$ cat config.mk
export PLATFORM = sky130hd
export DESIGN_NAME = counter_period_prog
export DESIGN_NICKNAME = d
export VERILOG_FILES = /design/src/rtl/counter_pkg.sv /design/src/rtl/counter_cfg_shadow.sv /design/src/rtl/counter_period_prog.sv
export SDC_FILE = /design/constraint.sdc
export NUM_CORES = 1
export LEC_CHECK = 0
export CORE_MARGIN = 2
export CORE_UTILIZATION = 40
export CTS_CLUSTER_SIZE = 40
export DETAILED_ROUTE_END_ITERATION = 7
export GPL_TIMING_DRIVEN = 1
export PLACE_DENSITY_LB_ADDON = 0.12
export SYNTH_ARGS = -nofsm -noshare
export SYNTH_HDL_FRONTEND = slang
export SYNTH_SLANG_ARGS = --single-unit
$ cat constraint.sdc
create_clock -name i_clk -period 3.7 [get_ports i_clk]
set_clock_uncertainty 0.1 [all_clocks]
set_input_delay 0.925 -clock i_clk [delete_from_list [all_inputs] [get_ports i_clk]]
set_output_delay 0.925 -clock i_clk [all_outputs]
set_load 0.05 [all_outputs]
$ cat src/rtl/counter_pkg.sv
// Shared mode encodings, FSM states and configuration legality check for the programmable counter.
package counter_pkg;

    localparam logic MODE_CONT    = 1'b0;
    localparam logic MODE_ONESHOT = 1'b1;

    // Widest counter the legality check supports.
    localparam int CFG_MAX_W = 32;

    typedef enum logic {
        IDLE = 1'b0,
        RUN  = 1'b1
    } state_t;

    // A period shorter than 2 cannot produce a distinct wrap, and a compare point past the period never fires.
    function automatic logic cfg_ok(input logic [CFG_MAX_W-1:0] period,
                                    input logic [CFG_MAX_W-1:0] cmp);
        return (period >= CFG_MAX_W'(2)) && (cmp <= period);
    endfunction

endpackage

$ cat src/rtl/counter_cfg_shadow.sv
// Config capture: validates an offered period/compare, holds it pending, and loads the active regs on apply.
// Error pulses one cycle after a rejected offer; ready stays low while a valid config waits for its boundary.
module counter_cfg_shadow
    import counter_pkg::*;
#(
    parameter int p_WIDTH      = 16,
    parameter int p_RST_PERIOD = 4,
    parameter int p_RST_CMP    = 2
) (
    input  logic               clk,
    input  logic               rst_n,
    input  logic               cfg_valid,
    input  logic [p_WIDTH-1:0] cfg_period,
    input  logic [p_WIDTH-1:0] cfg_cmp,
    input  logic               apply_ok,
    output logic               cfg_ready,
    output logic               cfg_err,
    output logic [p_WIDTH-1:0] pm1,
    output logic [p_WIDTH-1:0] cmp,
    output logic [p_WIDTH-1:0] cm1
);

    localparam logic [p_WIDTH-1:0] RST_P   = p_WIDTH'(p_RST_PERIOD);
    localparam logic [p_WIDTH-1:0] RST_PM1 = p_WIDTH'(p_RST_PERIOD - 1);
    localparam logic [p_WIDTH-1:0] RST_C   = p_WIDTH'(p_RST_CMP);
    localparam logic [p_WIDTH-1:0] RST_CM1 = p_WIDTH'(p_RST_CMP - 1);

    logic               pending;
    logic [p_WIDTH-1:0] sh_period;
    logic [p_WIDTH-1:0] sh_cmp;
    logic               accept;
    logic               legal;
    logic               apply;

    assign cfg_ready = !pending;
    assign accept    = cfg_valid && !pending;
    assign legal     = cfg_ok(CFG_MAX_W'(cfg_period), CFG_MAX_W'(cfg_cmp));
    // Pending is registered, so an offer can never be applied in the cycle it is accepted.
    assign apply     = pending && apply_ok;

    always_ff @(posedge clk or negedge rst_n) begin
        if (!rst_n) begin
            pending   <= 1'b0;
            sh_period <= RST_P;
            sh_cmp    <= RST_C;
            cfg_err   <= 1'b0;
            pm1       <= RST_PM1;
            cmp       <= RST_C;
            cm1       <= RST_CM1;
        end else begin
            cfg_err <= accept && !legal;
            if (apply) begin
                pm1     <= sh_period - 1'b1;
                cmp     <= sh_cmp;
                cm1     <= sh_cmp - 1'b1;
                pending <= 1'b0;
            end
            if (accept && legal) begin
                sh_period <= cfg_period;
                sh_cmp    <= cfg_cmp;
                pending   <= 1'b1;
            end
        end
    end

endmodule

$ cat src/rtl/counter_period_prog.sv
// Programmable period/compare counter with continuous and one-shot modes, compare tick and PWM level.
// Ticks and PWM are same-cycle decodes of the count; new config takes effect the cycle after a period boundary.
module counter_period_prog
    import counter_pkg::*;
#(
    parameter int p_WIDTH      = 16,
    parameter int p_RST_PERIOD = 4,
    parameter int p_RST_CMP    = 2
) (
    input  logic               i_clk,
    input  logic               i_reset_n,
    input  logic               i_enable,
    input  logic               i_clear,
    input  logic               i_mode,
    input  logic               i_start,
    input  logic               i_cfg_valid,
    output logic               o_cfg_ready,
    input  logic [p_WIDTH-1:0] i_cfg_period,
    input  logic [p_WIDTH-1:0] i_cfg_cmp,
    output logic               o_cfg_err,
    output logic [p_WIDTH-1:0] o_count,
    output logic               o_period,
    output logic               o_cmp,
    output logic               o_pwm,
    output logic               o_busy
);

    state_t             state;
    state_t             state_nxt;
    logic [p_WIDTH-1:0] count;
    logic [p_WIDTH-1:0] pm1;
    logic [p_WIDTH-1:0] cmp;
    logic [p_WIDTH-1:0] cm1;
    logic               run;
    logic               active;
    logic               at_end;
    logic               period_tick;
    logic               apply_ok;

    // Continuous mode counts from the first cycle out of reset, before the state register has reached RUN.
    assign run         = (state == RUN) || (i_mode == MODE_CONT);
    assign active      = run && i_enable && !i_clear;
    assign at_end      = (count == pm1);
    assign period_tick = active && at_end;

    assign o_count  = count;
    assign o_period = period_tick;
    assign o_cmp    = active && (cmp != '0) && (count == cm1);
    assign o_pwm    = active && (count < cmp);
    assign o_busy   = run;

    // Safe points to swap period/compare: boundary, idle, frozen at zero, or being cleared.
    assign apply_ok = period_tick || !run || (!i_enable && (count == '0)) || i_clear;

    always_ff @(posedge i_clk or negedge i_reset_n) begin
        if (!i_reset_n) begin
            state <= IDLE;
        end else begin
            state <= state_nxt;
        end
    end

    always_comb begin
        state_nxt = state;
        case (state)
            IDLE: begin
                if ((i_mode == MODE_CONT) || (i_start && !i_clear)) begin
                    state_nxt = RUN;
                end
            end
            RUN: begin
                if ((i_mode == MODE_ONESHOT) && (i_clear || period_tick)) begin
                    state_nxt = IDLE;
                end
            end
            default: state_nxt = IDLE;
        endcase
    end

    always_ff @(posedge i_clk or negedge i_reset_n) begin
        if (!i_reset_n) begin
            count <= '0;
        end else if (i_clear) begin
            count <= '0;
        end else if (active) begin
            count <= at_end ? '0 : count + 1'b1;
        end
    end

    counter_cfg_shadow #(
        .p_WIDTH      (p_WIDTH),
        .p_RST_PERIOD (p_RST_PERIOD),
        .p_RST_CMP    (p_RST_CMP)
    ) u_cfg_shadow (
        .clk        (i_clk),
        .rst_n      (i_reset_n),
        .cfg_valid  (i_cfg_valid),
        .cfg_period (i_cfg_period),
        .cfg_cmp    (i_cfg_cmp),
        .apply_ok   (apply_ok),
        .cfg_ready  (o_cfg_ready),
        .cfg_err    (o_cfg_err),
        .pm1        (pm1),
        .cmp        (cmp),
        .cm1        (cm1)
    );

endmodule

=== Word-level counts from Yosys, hierarchy flattened ===
Cells that the tools add are included.

* Word-level logic and storage cells: 56
* Bits of input ports: 39
* Memory bits (writable): 0
* Memory bits (read-only): 0
* Memories kept: 0
* Bits in latches: 0
* Flip-flop bits (word level): 99

* $add $sub $neg: 3
* $mul: 0
* Multiplexer cells: 8
* Shift-type cells: 0
* Div/mod/pow operators: 0
* Magnitude comparators: 3
* Equality and inequality tests: 2
* Bitwise operators: 2
* Reduce and logical (&&, ||, !) cells: 29

{| class="wikitable"
|+ Operators with widths
! cell !! number
|-
| two-way mux 16 bit || 3
|-
| equality test 16 bit || 2
|-
| subtractor 16 x 1 -> 16 bit, second input constant || 2
|-
| adder 16 x 1 -> 16 bit, second input constant || 1
|-
| >= comparator 16 x 2 -> 1 bit, second input constant || 1
|-
| <= comparator 16 bit || 1
|-
| zero test 16 bit || 1
|-
| less-than comparator 16 bit || 1
|-
| nonzero test 16 bit || 1
|-
| logical AND 1 bit || 14
|-
| logical OR 1 bit || 6
|-
| zero test 1 bit || 5
|-
| two-way mux 1 bit || 4
|-
| nonzero test 2 bit || 2
|-
| NOT 1 bit || 2
|-
| case mux 1 bit (2 select lines) || 1
|}

=== Logic depth before layout (Yosys ltp) ===
* Depth after elaboration: 11
* Gate-level depth with buffers: 10
* Gate-level depth less buffers: 8

=== By module ===
A second synthesis with hierarchy kept.

* Cells, all modules: 589
* Area, all modules: 6010.8 um2

{| class="wikitable"
|+ By module, submodules not included
! module !! sequential area each (um2) !! area each (um2) !! instances !! cells each
|-
| counter_cfg_shadow || 2059.5 || 4071.4 || 1 || 352
|-
| counter_period_prog || 425.4 || 1939.4 || 1 || 237
|}

=== Least setup slack after synthesis ===
Ideal clock, no wire load.

* Kind: input to output
* From: input port i_mode
* To: output port o_pwm
* Data arrival time: 2.636 ns
* Path buffers: 0
* Stages on the path: 6
* Setup slack: 0.039 ns
* Required time: 2.675 ns
* Cell sequence: nand2b_1 -> nor2b_1 -> nand2_1 -> nor2_1 -> nand2_1 -> a21oi_1

* Cells in the longest elaborated chain, start to end: 5

{| class="wikitable"
|+ RTL lines
! what !! line !! text
|-
| from (decl) || counter_period_prog.sv:14 || <nowiki>input logic i_mode,</nowiki>
|-
| NOT 1 bit || counter_period_prog.sv:41 || <nowiki>assign run = (state == RUN) || (i_mode == MODE_CONT);</nowiki>
|-
| logical OR 1 bit || counter_period_prog.sv:41 ||
|-
| logical AND 1 bit (2 in series) || counter_period_prog.sv:42 || <nowiki>assign active = run && i_enable && !i_clear;</nowiki>
|-
| logical AND 1 bit || counter_period_prog.sv:49 || <nowiki>assign o_pwm = active && (count < cmp);</nowiki>
|-
| to (decl) || counter_period_prog.sv:24 || <nowiki>output logic o_pwm,</nowiki>
|}

Every way passes these cells.

=== Worst setup path in the final report ===
* From: input port i_mode
* To: output port o_cmp

* Cells in the longest elaborated chain, start to end: 6

{| class="wikitable"
|+ RTL lines
! what !! line !! text
|-
| NOT 1 bit || counter_period_prog.sv:41 ||
|-
| logical OR 1 bit || counter_period_prog.sv:41 ||
|-
| logical AND 1 bit (2 in series) || counter_period_prog.sv:42 ||
|-
| logical AND 1 bit (2 in series) || counter_period_prog.sv:48 || <nowiki>assign o_cmp = active && (cmp != '0) && (count == cm1);</nowiki>
|-
| to (decl) || counter_period_prog.sv:23 || <nowiki>output logic o_cmp,</nowiki>
|}

Every way passes these cells.

==> parameters.txt <==
Parameter                              Value

Floorplan
  Ports placed on the boundary ... 61
  Area inside the core boundary ... between 0.01 and 0.015 mm^2
  Num rows ... 44
  Die height ... 124.7 um
  Chip Width ... 124.7 um
  Starting utilization of the core area ... 40.56%
  Die footprint ... 0.01555 mm^2

Final layout
  Total non-filler cell area in the finished layout ... 0.006970 mm^2
  Antenna cell count ... 0
  Fin util ... 48.51%
  Fin cells ... approximately 800
  Layout overhead on the synthesized area ... 19.60%
  FF/Latch Area ... 0.002485 mm^2
  Layout fillers ... roughly 1300
  Fraction of final layout cells with drive strength greater than 1 ... 18.73%
  Multi-input logic area ... 0.003073 mm^2
  Final Net Count ... 683

Critical path
  Slowest-stage cell, CP ... sky130_fd_sc_hd__clkdlybuf4s50_1
  Cells traversed along the worst timing path ... clkdlybuf4s50_1, nand2b_1, nor2b_1, nand2_1, nor4_1, and3_1, buf_12
  Crit. End Element ... output port
  Path type of the worst setup path ... in2out
  Slowest cell delay on critical path ... 0.42 ns
  Combined buffer and inverter count along the critical path ... 2
  Data arrival time at the worst-slack endpoint ... 2.45 ns
  Data required time of the critical path ... 2.67 ns
  Crit path max fanout ... 3
  Family with the most delay on the worst path ... simple AND/OR/NAND/NOR gates
  Startpoint Class ... input port

Timing
  Final count of pins violating max slew ... 0
  Final min period ... 3.474 ns
  Max Clk Rate ... 0.2878 GHz
  Total negative slack for setup checks ... 0 ns
  Worst path setup slack after routing ... 0.2258 ns
  Portion of the clock cycle consumed by the worst path in the final layout ... roughly 94%
  Final setup vio count ... 0
  Worst hold slack ... 0.3816 ns
  Slew of the pin with the lowest slew margin ... ~0.74 ns
  Worst max-slew margin expressed relative to the limit ... 50.75%
  Final hold violation count ... 0
  RSZ-0062 raised after global routing ... false

Pwr
  Sw power ... 1.373 mW
  Int Pwr ... about 2.7 mW
  Overall Power ... 4.068 mW
  Share of total power consumed by net switching ... 33.76%
  Power share of the clock group ... 22.6%
  Worst vdd ir ... 0.2556 mV
  Sequential share of power ... 46.6%
  Power per cell area ... 583.6 mW/mm^2
  Gate power share ... 30.8%
  Leak ... a little over 3 nW

Flow run
  Max_cap viols ... 0

Synthesis
  Total of warnings raised by yosys ... 0
  Proportion of synthesized chip area in sequential cells ... a little over two fifths
  Number of cells produced by synthesis ... 548
  Most used flip-flop cell after synthesis ... sky130_fd_sc_hd__dfrtp_1
  Post-synth design cell area ... 0.005828 mm^2
  Post-synth EDFFs ... 0
  Number of different library cells in the post-synthesis netlist ... 44
  Yosys reg bits ... 99
  Net Count, Synth ... around 620
  Share of synthesized flip-flops with an asynchronous set or reset ... 100.0%
  Post-Syn Area per Cell ... 10.64 um^2

Placement
  Port bufs ... 60
  Detailed placement HPWL ... between 10000 and 15000 um
  Setup slack after placement ... 0.1410 ns
  Routability Congestion ... roughly 0.85
  Inst Count DP ... between 700 and 800
  Post-DP Area ... 0.006686 mm^2

Clock network
  Number of buffers created by CTS ... 9
  Quantity of hold-fixing buffers added after cts ... 0
  Number of setup buffers added after CTS ... 0
  Worst-path clk slew ... 0.07 ns
  Post-cts resize count ... 0
  TritonCTS clock tree ... built
  # clock sinks ... 99
  H-tree lvl count ... 3
  Buffers from clock root to sink, at most ... 2
  Clock Root Buffer ... sky130_fd_sc_hd__clkbuf_16
  Clock latency of the later-clocked register in the worst-skew pair ... around 0.36 ns

GRT
  Total routing usage reported by global routing ... 19.80%
  Remaining Overflow, GRT ... 0
  First-pass GRT wire length ... 24020 um
  Via count of the first global-routing pass ... 4413
  Antenna violations before repair ... 0
  Maximum number of pins on one net before global-route repair ... between 50 and 60

Route
  DRC violation total after the first TritonRoute iteration ... 241
  Final routed wire length divided by cell count ... 18.25 um
  DRC violations left ... 0
  TritonRoute pass-1 iters ... 4
  Via count ... 4243
  Total wire length ... between 10000 and 15000 um
  Final antenna-violating net count ... 0
  Mean number of vias per cell ... around 5.3

Run status
  Run status ... completed

Worst hold path
  Type of the tightest min-delay check ... reg2reg
## layer usage
layer  up-vias  GRT usage (%)  share of wire, %
li1       2058              -                 -
met1      2057          26.99                48
met2       105          31.31                45
met3        23          3.050               3.8
met4         0          8.658               2.6
met5         -              0                 0
## cell usage after synthesis (all sizes together), types with 16 or more instances
cell type	number	area [um^2]
xnor2	33	289.0
mux2	72	874.6
nand2	36	135.1
nand4	18	112.6
nor4	19	133.9
ha	35	437.9
xor2	26	227.7
o21ai	16	83.83
nor2	25	93.84
a21oi	20	100.1
dfrtp	93	2327
inv	42	157.7
## cell usage in the layout, fill, tap and decap left out, types with 7 or more instances in the layout
cell	instances
sky130_fd_sc_hd__a21oi_1	20
sky130_fd_sc_hd__nor4_1	18
sky130_fd_sc_hd__clkbuf_16	9
sky130_fd_sc_hd__o21ai_0	15
sky130_fd_sc_hd__mux2_4	17
sky130_fd_sc_hd__nand3_1	10
sky130_fd_sc_hd__inv_1	42
sky130_fd_sc_hd__nand4_1	18
sky130_fd_sc_hd__dfrtp_1	93
sky130_fd_sc_hd__clkdlybuf4s50_1	55
sky130_fd_sc_hd__xnor2_1	33
sky130_fd_sc_hd__nand2_1	36
sky130_fd_sc_hd__mux2_2	55
sky130_fd_sc_hd__nor3_1	13
sky130_fd_sc_hd__a31oi_1	7
sky130_fd_sc_hd__buf_4	12
sky130_fd_sc_hd__xor2_1	26
sky130_fd_sc_hd__ha_1	35
sky130_fd_sc_hd__nor2_1	25
sky130_fd_sc_hd__or3_1	7
## tightest hold or removal path, stage by stage, from the launching register on
cell                      delay (ns)
sky130_fd_sc_hd__dfstp_2        0.38
sky130_fd_sc_hd__inv_1          0.05
sky130_fd_sc_hd__mux2i_1        0.06
## power groups by stage
stage	combinational (mW)	sequential [mW]	clock [mW]
floorplan	0.994	1.78	0
global placement	1.22	1.90	0
detailed placement	1.26	1.92	0
CTS	1.27	1.89	0.939
global route	1.40	1.96	0.990
finish	1.25	1.90	0.917
## cell families (layout without fill, tap and decap cells)
kind of cell / count (synthesis) / after routing / synth area share [%]
AOI/OAI and AO/OA: 64 / 64 / 6.805
xor gates and xnor gates: 59 / 59 / 8.867
adders and majority gates: 35 / 35 / 7.514
buffers and inverters: 64 / 130 / 4.766
DFF: 99 / 99 / 42.64
muxes: 78 / 78 / 16.04
and+or+nand+nor: 149 / 149 / 13.37
## final timing paths
check,start,end,slack (ns),cells past startpoint
min in group asynchronous,i_reset_n,o_count[10],0.47,1
hold / removal,u_cfg_shadow.pm1[1],u_cfg_shadow.pm1[1],0.38,2
max in group asynchronous,i_reset_n,u_cfg_shadow.cmp[1],2.27,2
setup reg to reg,o_count[3],u_cfg_shadow.cm1[14],1.02,7
hold reg to reg,u_cfg_shadow.pm1[1],u_cfg_shadow.pm1[1],0.38,2
setup / recovery,i_mode,o_cmp,0.23,7
## final cells by class
class                   count  share of cell area, %
inverters                  42                  2.262
flip-flops and latches     99                  35.65
repair buffers             72                  10.63
clock buffers               9                  3.231
multi-input cells         385                  44.09
well taps                 184                  3.303
clock inverters             7                 0.8437
## flip-flops by register name, summed over array words and instances, names as in the netlist
| register | cells |
|---|---|
| u_cfg_shadow.sh_cmp | 16 |
| u_cfg_shadow.cmp | 16 |
| u_cfg_shadow.cfg_err | 1 |
| o_count | 16 |
| u_cfg_shadow.cm1 | 16 |
| u_cfg_shadow.pending | 1 |
| u_cfg_shadow.pm1 | 16 |
| state | 1 |
| u_cfg_shadow.sh_period | 16 |
No activity file was read; power rests on OpenSTA's default activity.
